`src/rtl/host_notify_display_mode_dispatch.sv`:
```
// Initiator for the host display-mode notification: unpacks a bridge parameter word,
// pulses the request, waits for done under a timeout and hands back the grayscale affirmation.
package pocket;
  typedef enum logic [7:0] {
    DM_COLOR  = 8'd0,
    DM_MONO   = 8'd1,
    DM_GRAY4  = 8'd2,
    DM_GRAY16 = 8'd3
  } display_mode_e;

  typedef enum logic [1:0] {
    grayscale_unknown       = 2'd0,
    grayscale_not_supported = 2'd1,
    grayscale_supported     = 2'd2
  } affirm_e;

  typedef struct packed {
    logic          grayscale;
    display_mode_e display_mode;
  } host_notify_display_mode_param_t;

  typedef struct packed {
    affirm_e affirm_grayscale;
  } host_notify_display_mode_response_t;
endpackage

interface host_notify_display_mode_if;
  import pocket::*;
  logic                               valid;
  host_notify_display_mode_param_t    param;
  logic                               done;
  host_notify_display_mode_response_t response;

  modport initiator (output valid, output param, input done, input response);
  modport responder (input valid, input param, output done, output response);
endinterface

// Handshakes: cmd_* and rsp_* transfer on the cycle where valid && ready are both high;
// the source holds valid and payload stable until then.
module host_notify_display_mode_dispatch
  import pocket::*;
#(
  parameter int TIMEOUT_CYCLES = 1024
) (
  input  logic                       clk,
  input  logic                       reset,
  input  logic                       cmd_valid,
  output logic                       cmd_ready,
  input  logic [31:0]                cmd_param,
  host_notify_display_mode_if.initiator host_notify_display_mode,
  output logic                       rsp_valid,
  input  logic                       rsp_ready,
  output logic [31:0]                rsp_word,
  output logic [1:0]                 rsp_status,
  output logic                       busy,
  output logic [1:0]                 state_dbg
);

  localparam int CW = $clog2(TIMEOUT_CYCLES);
  localparam logic [CW-1:0] CNT_LAST = CW'(TIMEOUT_CYCLES - 1);
  localparam logic [1:0] ST_OK      = 2'b00;
  localparam logic [1:0] ST_TIMEOUT = 2'b01;
  localparam int MW = $bits(display_mode_e);

  typedef enum logic [1:0] {
    S_IDLE  = 2'd0,
    S_ISSUE = 2'd1,
    S_WAIT  = 2'd2,
    S_RESP  = 2'd3
  } state_e;

  state_e                          state_q, state_d;
  logic [CW-1:0]                   cnt_q;
  host_notify_display_mode_param_t param_q;
  logic [31:0]                     rsp_word_q;
  logic [1:0]                      rsp_status_q;
  logic                            accept;

  // Only the mode field and the grayscale flag carry meaning.
  logic unused_param_bits;
  assign unused_param_bits = ^cmd_param[30:MW];

  assign accept = cmd_valid && cmd_ready;

  always_comb begin
    state_d = state_q;
    case (state_q)
      S_IDLE:  if (accept) state_d = S_ISSUE;
      S_ISSUE: state_d = S_WAIT;
      S_WAIT:  if (host_notify_display_mode.done || cnt_q == CNT_LAST) state_d = S_RESP;
      S_RESP:  if (rsp_ready) state_d = S_IDLE;
      default: state_d = S_IDLE;
    endcase
  end

  always_ff @(posedge clk) begin
    if (reset) begin
      state_q      <= S_IDLE;
      cnt_q        <= '0;
      param_q      <= '0;
      rsp_word_q   <= '0;
      rsp_status_q <= ST_OK;
    end else begin
      state_q <= state_d;
      if (accept) begin
        param_q.grayscale    <= cmd_param[31];
        param_q.display_mode <= display_mode_e'(cmd_param[MW-1:0]);
        cnt_q                <= '0;
      end
      if (state_q == S_WAIT) begin
        // done takes priority over a coincident timeout.
        if (host_notify_display_mode.done) begin
          rsp_word_q   <= 32'(host_notify_display_mode.response.affirm_grayscale);
          rsp_status_q <= ST_OK;
        end else if (cnt_q == CNT_LAST) begin
          rsp_word_q   <= '0;
          rsp_status_q <= ST_TIMEOUT;
        end else begin
          cnt_q <= cnt_q + 1'b1;
        end
      end
    end
  end

  assign host_notify_display_mode.valid = (state_q == S_ISSUE);
  assign host_notify_display_mode.param = param_q;
  assign cmd_ready  = (state_q == S_IDLE) && !reset;
  assign rsp_valid  = (state_q == S_RESP);
  assign rsp_word   = rsp_word_q;
  assign rsp_status = rsp_status_q;
  assign busy       = (state_q != S_IDLE);
  assign state_dbg  = state_q;

endmodule
```
`src/flat_wrapper.sv`:
```
// flat-port wrapper written by rule: the top's interface ports become plain ports
module host_notify_display_mode_dispatch_flat import pocket::*;
#(
  parameter int TIMEOUT_CYCLES = 1024
)
  (clk, reset, cmd_valid, cmd_ready, cmd_param, rsp_valid, rsp_ready, rsp_word, rsp_status, busy, state_dbg, host_notify_display_mode_valid, host_notify_display_mode_param, host_notify_display_mode_done, host_notify_display_mode_response);
  host_notify_display_mode_if host_notify_display_mode_i ();
  input  logic clk;
  input  logic reset;
  input  logic cmd_valid;
  output logic cmd_ready;
  input  logic [31:0] cmd_param;
  output logic rsp_valid;
  input  logic rsp_ready;
  output logic [31:0] rsp_word;
  output logic [1:0] rsp_status;
  output logic busy;
  output logic [1:0] state_dbg;
  output wire logic [$bits(host_notify_display_mode_i.valid)-1:0] host_notify_display_mode_valid;
  output wire logic [$bits(host_notify_display_mode_i.param)-1:0] host_notify_display_mode_param;
  input wire logic [$bits(host_notify_display_mode_i.done)-1:0] host_notify_display_mode_done;
  input wire logic [$bits(host_notify_display_mode_i.response)-1:0] host_notify_display_mode_response;
  assign host_notify_display_mode_valid = host_notify_display_mode_i.valid;
  assign host_notify_display_mode_param = host_notify_display_mode_i.param;
  assign host_notify_display_mode_i.done = host_notify_display_mode_done;
  assign host_notify_display_mode_i.response = host_notify_display_mode_response;
  host_notify_display_mode_dispatch #(.TIMEOUT_CYCLES(TIMEOUT_CYCLES)) u_core (.clk(clk), .reset(reset), .cmd_valid(cmd_valid), .cmd_ready(cmd_ready), .cmd_param(cmd_param), .host_notify_display_mode(host_notify_display_mode_i), .rsp_valid(rsp_valid), .rsp_ready(rsp_ready), .rsp_word(rsp_word), .rsp_status(rsp_status), .busy(busy), .state_dbg(state_dbg));
endmodule
```
`config.mk`:
```
export PLATFORM = sky130hd
export DESIGN_NAME = host_notify_display_mode_dispatch_flat
export DESIGN_NICKNAME = d
export VERILOG_FILES = /design/src/rtl/host_notify_display_mode_dispatch.sv /design/src/flat_wrapper.sv
export SDC_FILE = /design/constraint.sdc
export NUM_CORES = 1
export LEC_CHECK = 0
export BUFFER_PORTS_ARGS = -buffer_cell sky130_fd_sc_hd__buf_2
export CAP_MARGIN = 20
export CORE_MARGIN = 2
export CORE_UTILIZATION = 43
export DETAILED_ROUTE_END_ITERATION = 6
export PLACE_DENSITY = 0.8
export SLEW_MARGIN = 15
export SYNTH_ARGS = -nofsm -noshare
export SYNTH_HDL_FRONTEND = slang
export SYNTH_SLANG_ARGS = --single-unit
```
`constraint.sdc`:
```
create_clock -name clk -period 2.4 [get_ports clk]
set_clock_uncertainty 0.1 [all_clocks]
set_input_delay 0.48 -clock clk [delete_from_list [all_inputs] [get_ports clk]]
set_output_delay 0.48 -clock clk [all_outputs]
set_load 0.05 [all_outputs]
```
==> metrics.cfg <==
[power_and_ir_drop]
p_sw_mw = 0.715
cellInternalPower_mw = 0.753
comb_power_share_pct = 46.3
clkPwrFrac_pct = 20.5
power_frac_seq_pct = 33.1
power_density_nw_per_um2 = 939
power_leakage_nw = 0.733
swShare_pct = 48.7
ir_worst_vdd_v = 0.000931

[synthesis]
yosysTopAreaCell = dfxtp_1
synthCells = 179
seq_area_frac_synth_pct = 33.2
synth_fa_ha_area_share_pct = 4.33
synth_top_family_by_area = simple AND/OR/NAND/NOR gates
synthMuxAreaShare_pct = 0.693
synth-simple-area-share_pct = 24.8
synthDistinctLibCells = 39
synth_edf_count = 0
syn_area_um2 = 1450
synthArstFlopShare_pct = 0
synthTopCellsByCount = buf_4, nand2_1, dfxtp_1
syn_avg_cell_area_um2 = 8.07
synth_seq_cells = 24
synth_flop_cell = dfxtp_1
ys_warn_count = 0
synth.top_cell.area_share_pct = 33.2
yosysMostFrequentCell = buf_4
synth.top_cells.by_area = dfxtp_1, buf_4, nand2_1, nand3b_1, nand3_1
synth_compound_area_share_pct = 13.6
synth_xor_area_share_pct = 2.42

[setup_path]
start_kind = flip-flop
crit_fanout = 10
cp_top_family = compound AO/OA/AOI/OAI gates
critPathBufInv = 1
crit_chain = inv_1, ha_1, nand2b_1, a31o_1, a31oi_1, a311oi_1
worstSetupPathType = flip-flop to flip-flop
cp_data_required_time_ns = 2.54
end_kind = flip-flop
worstPathArrival_ns = 2.19
cp_slowest_cell = dfxtp_1
crit_path_max_incr_delay_ns = 0.43

[routing]
drtIter0Drc = 27
postRouteAntennaNets = 0
dr_total_vias = 1255
viasPerCell = 4.94
post_drt_wl_per_cell_um = 10.7
drc = 0
wl_mm = 2.71
first_pass_iters = 4

[place]
hpwl_mm = 1.95
gp_congestion = 0.806
io_buffers = 33
post-place-ws_ns = 0.413

[finish]
nFillCells = 315
syn_to_final_growth_pct = 8.23
fin_nets = 253
drive_gt1_share_pct = 19.7
antennaDiodeCount = 0

[timing]
slew_headroom_pct = 36.5
fin_crit_ns = 2.05
post-route-period-util_pct = 85.4
tightest_slew_ns = 0.945
setup_violations = 0
hold_viol = 0
tns_ns = 0
rsz0062_at_grt = false
maxSlewViolCount = 0
clock.fmax_ghz = 0.488
timing.final.ws_setup_ns = 0.350

[clocking]
cts_root_buffer = clkbuf_4
tritoncts = yes
ctsHoldBuffers = 0
clk_pin_slew_worst_paths_ns = 0.14
post_cts_buffers = 0
htreeDepth = 1
clock-sinks = 24
clkLatencyLatePin_ns = 0.32
numCtsBuffers = 3
cts_resized = 0
cts_max_path_buffers = 2

[floorplanning]
core_area_um2 = 3280
die-area_um2 = 3840
ioPinCount = 88
die_x_um = 62.0
floorplan.initialDensity_pct = 44.0
fp.dieH_um = 62.0
rows = 21

[global_routing]
grt_use_total_pct = 15.2
grt_overflow_total = 0
grt_max_degree = 30
grt_pass1_vias = 1055
antenna_found_initial = 0
grt_pass1_wl_mm = 4.51

[worst_hold_path]
worstHoldPathType = input pin to flip-flop

[outcome]
outcome = completed

[job]
maxCapViolCount = 0

path summary, 6_finish.rpt:
check	from	cells after the start	slack, ns	to
setup / recovery	u_core.state_dbg[0]	6	0.35	u_core.state_dbg[0]
hold / removal	cmd_param[1]	3	0.23	u_core.host_notify_display_mode.param[1]
setup reg to reg	u_core.state_dbg[0]	6	0.35	u_core.state_dbg[0]
hold reg to reg	u_core.host_notify_display_mode.param[2]	2	0.39	u_core.host_notify_display_mode.param[2]
power groups by stage:
stage | logic [mW] | clock network (mW) | registers [mW]
2_1_floorplan | 0.437 | 0 | 0.654
3_3_place_gp | 0.670 | 0 | 0.493
3_5_place_dp | 0.678 | 0 | 0.493
4_1_cts | 0.680 | 0.300 | 0.486
5_1_grt | 0.728 | 0.318 | 0.495
6_report | 0.680 | 0.301 | 0.486
kinds of logic after synthesis:
| logic type | after synthesis |
|---|---|
| simple gates | 67 |
| buf+inv | 45 |
| compound gates | 32 |
| flops | 24 |
| fa+ha+maj | 5 |
| xor+xnor | 4 |
| other cells | 1 |
| mux | 1 |
metal layers:
metal | track usage, % | up-vias | wire (µm)
li1 | - | 618 | -
met1 | 19.8 | 574 | 1260
met2 | 25.4 | 59 | 1220
met3 | 3.11 | 4 | 200
met4 | 4.56 | 0 | 33
met5 | 0 | - | 0
cells in the final DEF (no fill, tap or decap), types with 2 or more instances in the layout:
| cell | Yosys | layout |
|---|---|---|
| a31oi_1 | 4 | 4 |
| ha_1 | 5 | 5 |
| inv_2 | 2 | 2 |
| clkbuf_4 | 0 | 3 |
| and4_1 | 3 | 3 |
| or3_1 | 2 | 2 |
| nand4_1 | 2 | 2 |
| inv_1 | 4 | 4 |
| dfxtp_1 | 24 | 24 |
| nor3_1 | 3 | 3 |
| nand3_1 | 13 | 13 |
| o21ai_1 | 5 | 5 |
| a21oi_1 | 12 | 12 |
| xnor2_1 | 2 | 2 |
| nand2_1 | 25 | 25 |
| nand3b_1 | 9 | 9 |
| o21ai_0 | 2 | 2 |
| xor2_1 | 2 | 2 |
| nor2_1 | 2 | 2 |
| buf_2 | 2 | 33 |
| conb_1 | 1 | 31 |
| nand2b_1 | 4 | 4 |
worst register-to-register path: cells and delay by family (launching register included):
family	cells	cell delay, ns
flip-flops	1	0.43
buffers and inverters	1	0.09
adder cells (fa/ha/maj)	1	0.29
AND/OR/NAND/NOR	1	0.27
AO/OA/AOI/OAI	3	0.78
through the flow:
step	hold WS [ns]	power [mW]	util (%)	instance area, µm²	instances
floorplan	0.377	1.09	-	1560	209
global route	0.228	1.54	47.6	1560	254
detailed placement	0.363	1.17	46.0	1510	250
finish	0.229	1.47	47.6	1560	254
CTS	0.225	1.47	47.6	1560	254
global placement	0.357	1.16	46.0	1510	250
flip-flops by register name, indices dropped and copies added (netlist names):
signal / flops
u_core.cnt_q: 10
u_core.host_notify_display_mode.param: 9
u_core.rsp_status: 1
u_core.rsp_word: 2
u_core.state_dbg: 2
layout make-up:
type	count	area, µm²	share of cell area (%)
clock buffer	3	22.5	1.44
sequential	24	480	30.7
timing repair buffer	34	173	11.0
multi-input combinational	140	778	49.8
tap	46	57.6	3.68
inverter	6	22.5	1.44
clock inverter	1	30.0	1.92
Note: power is estimated with default switching activity, not from simulation.
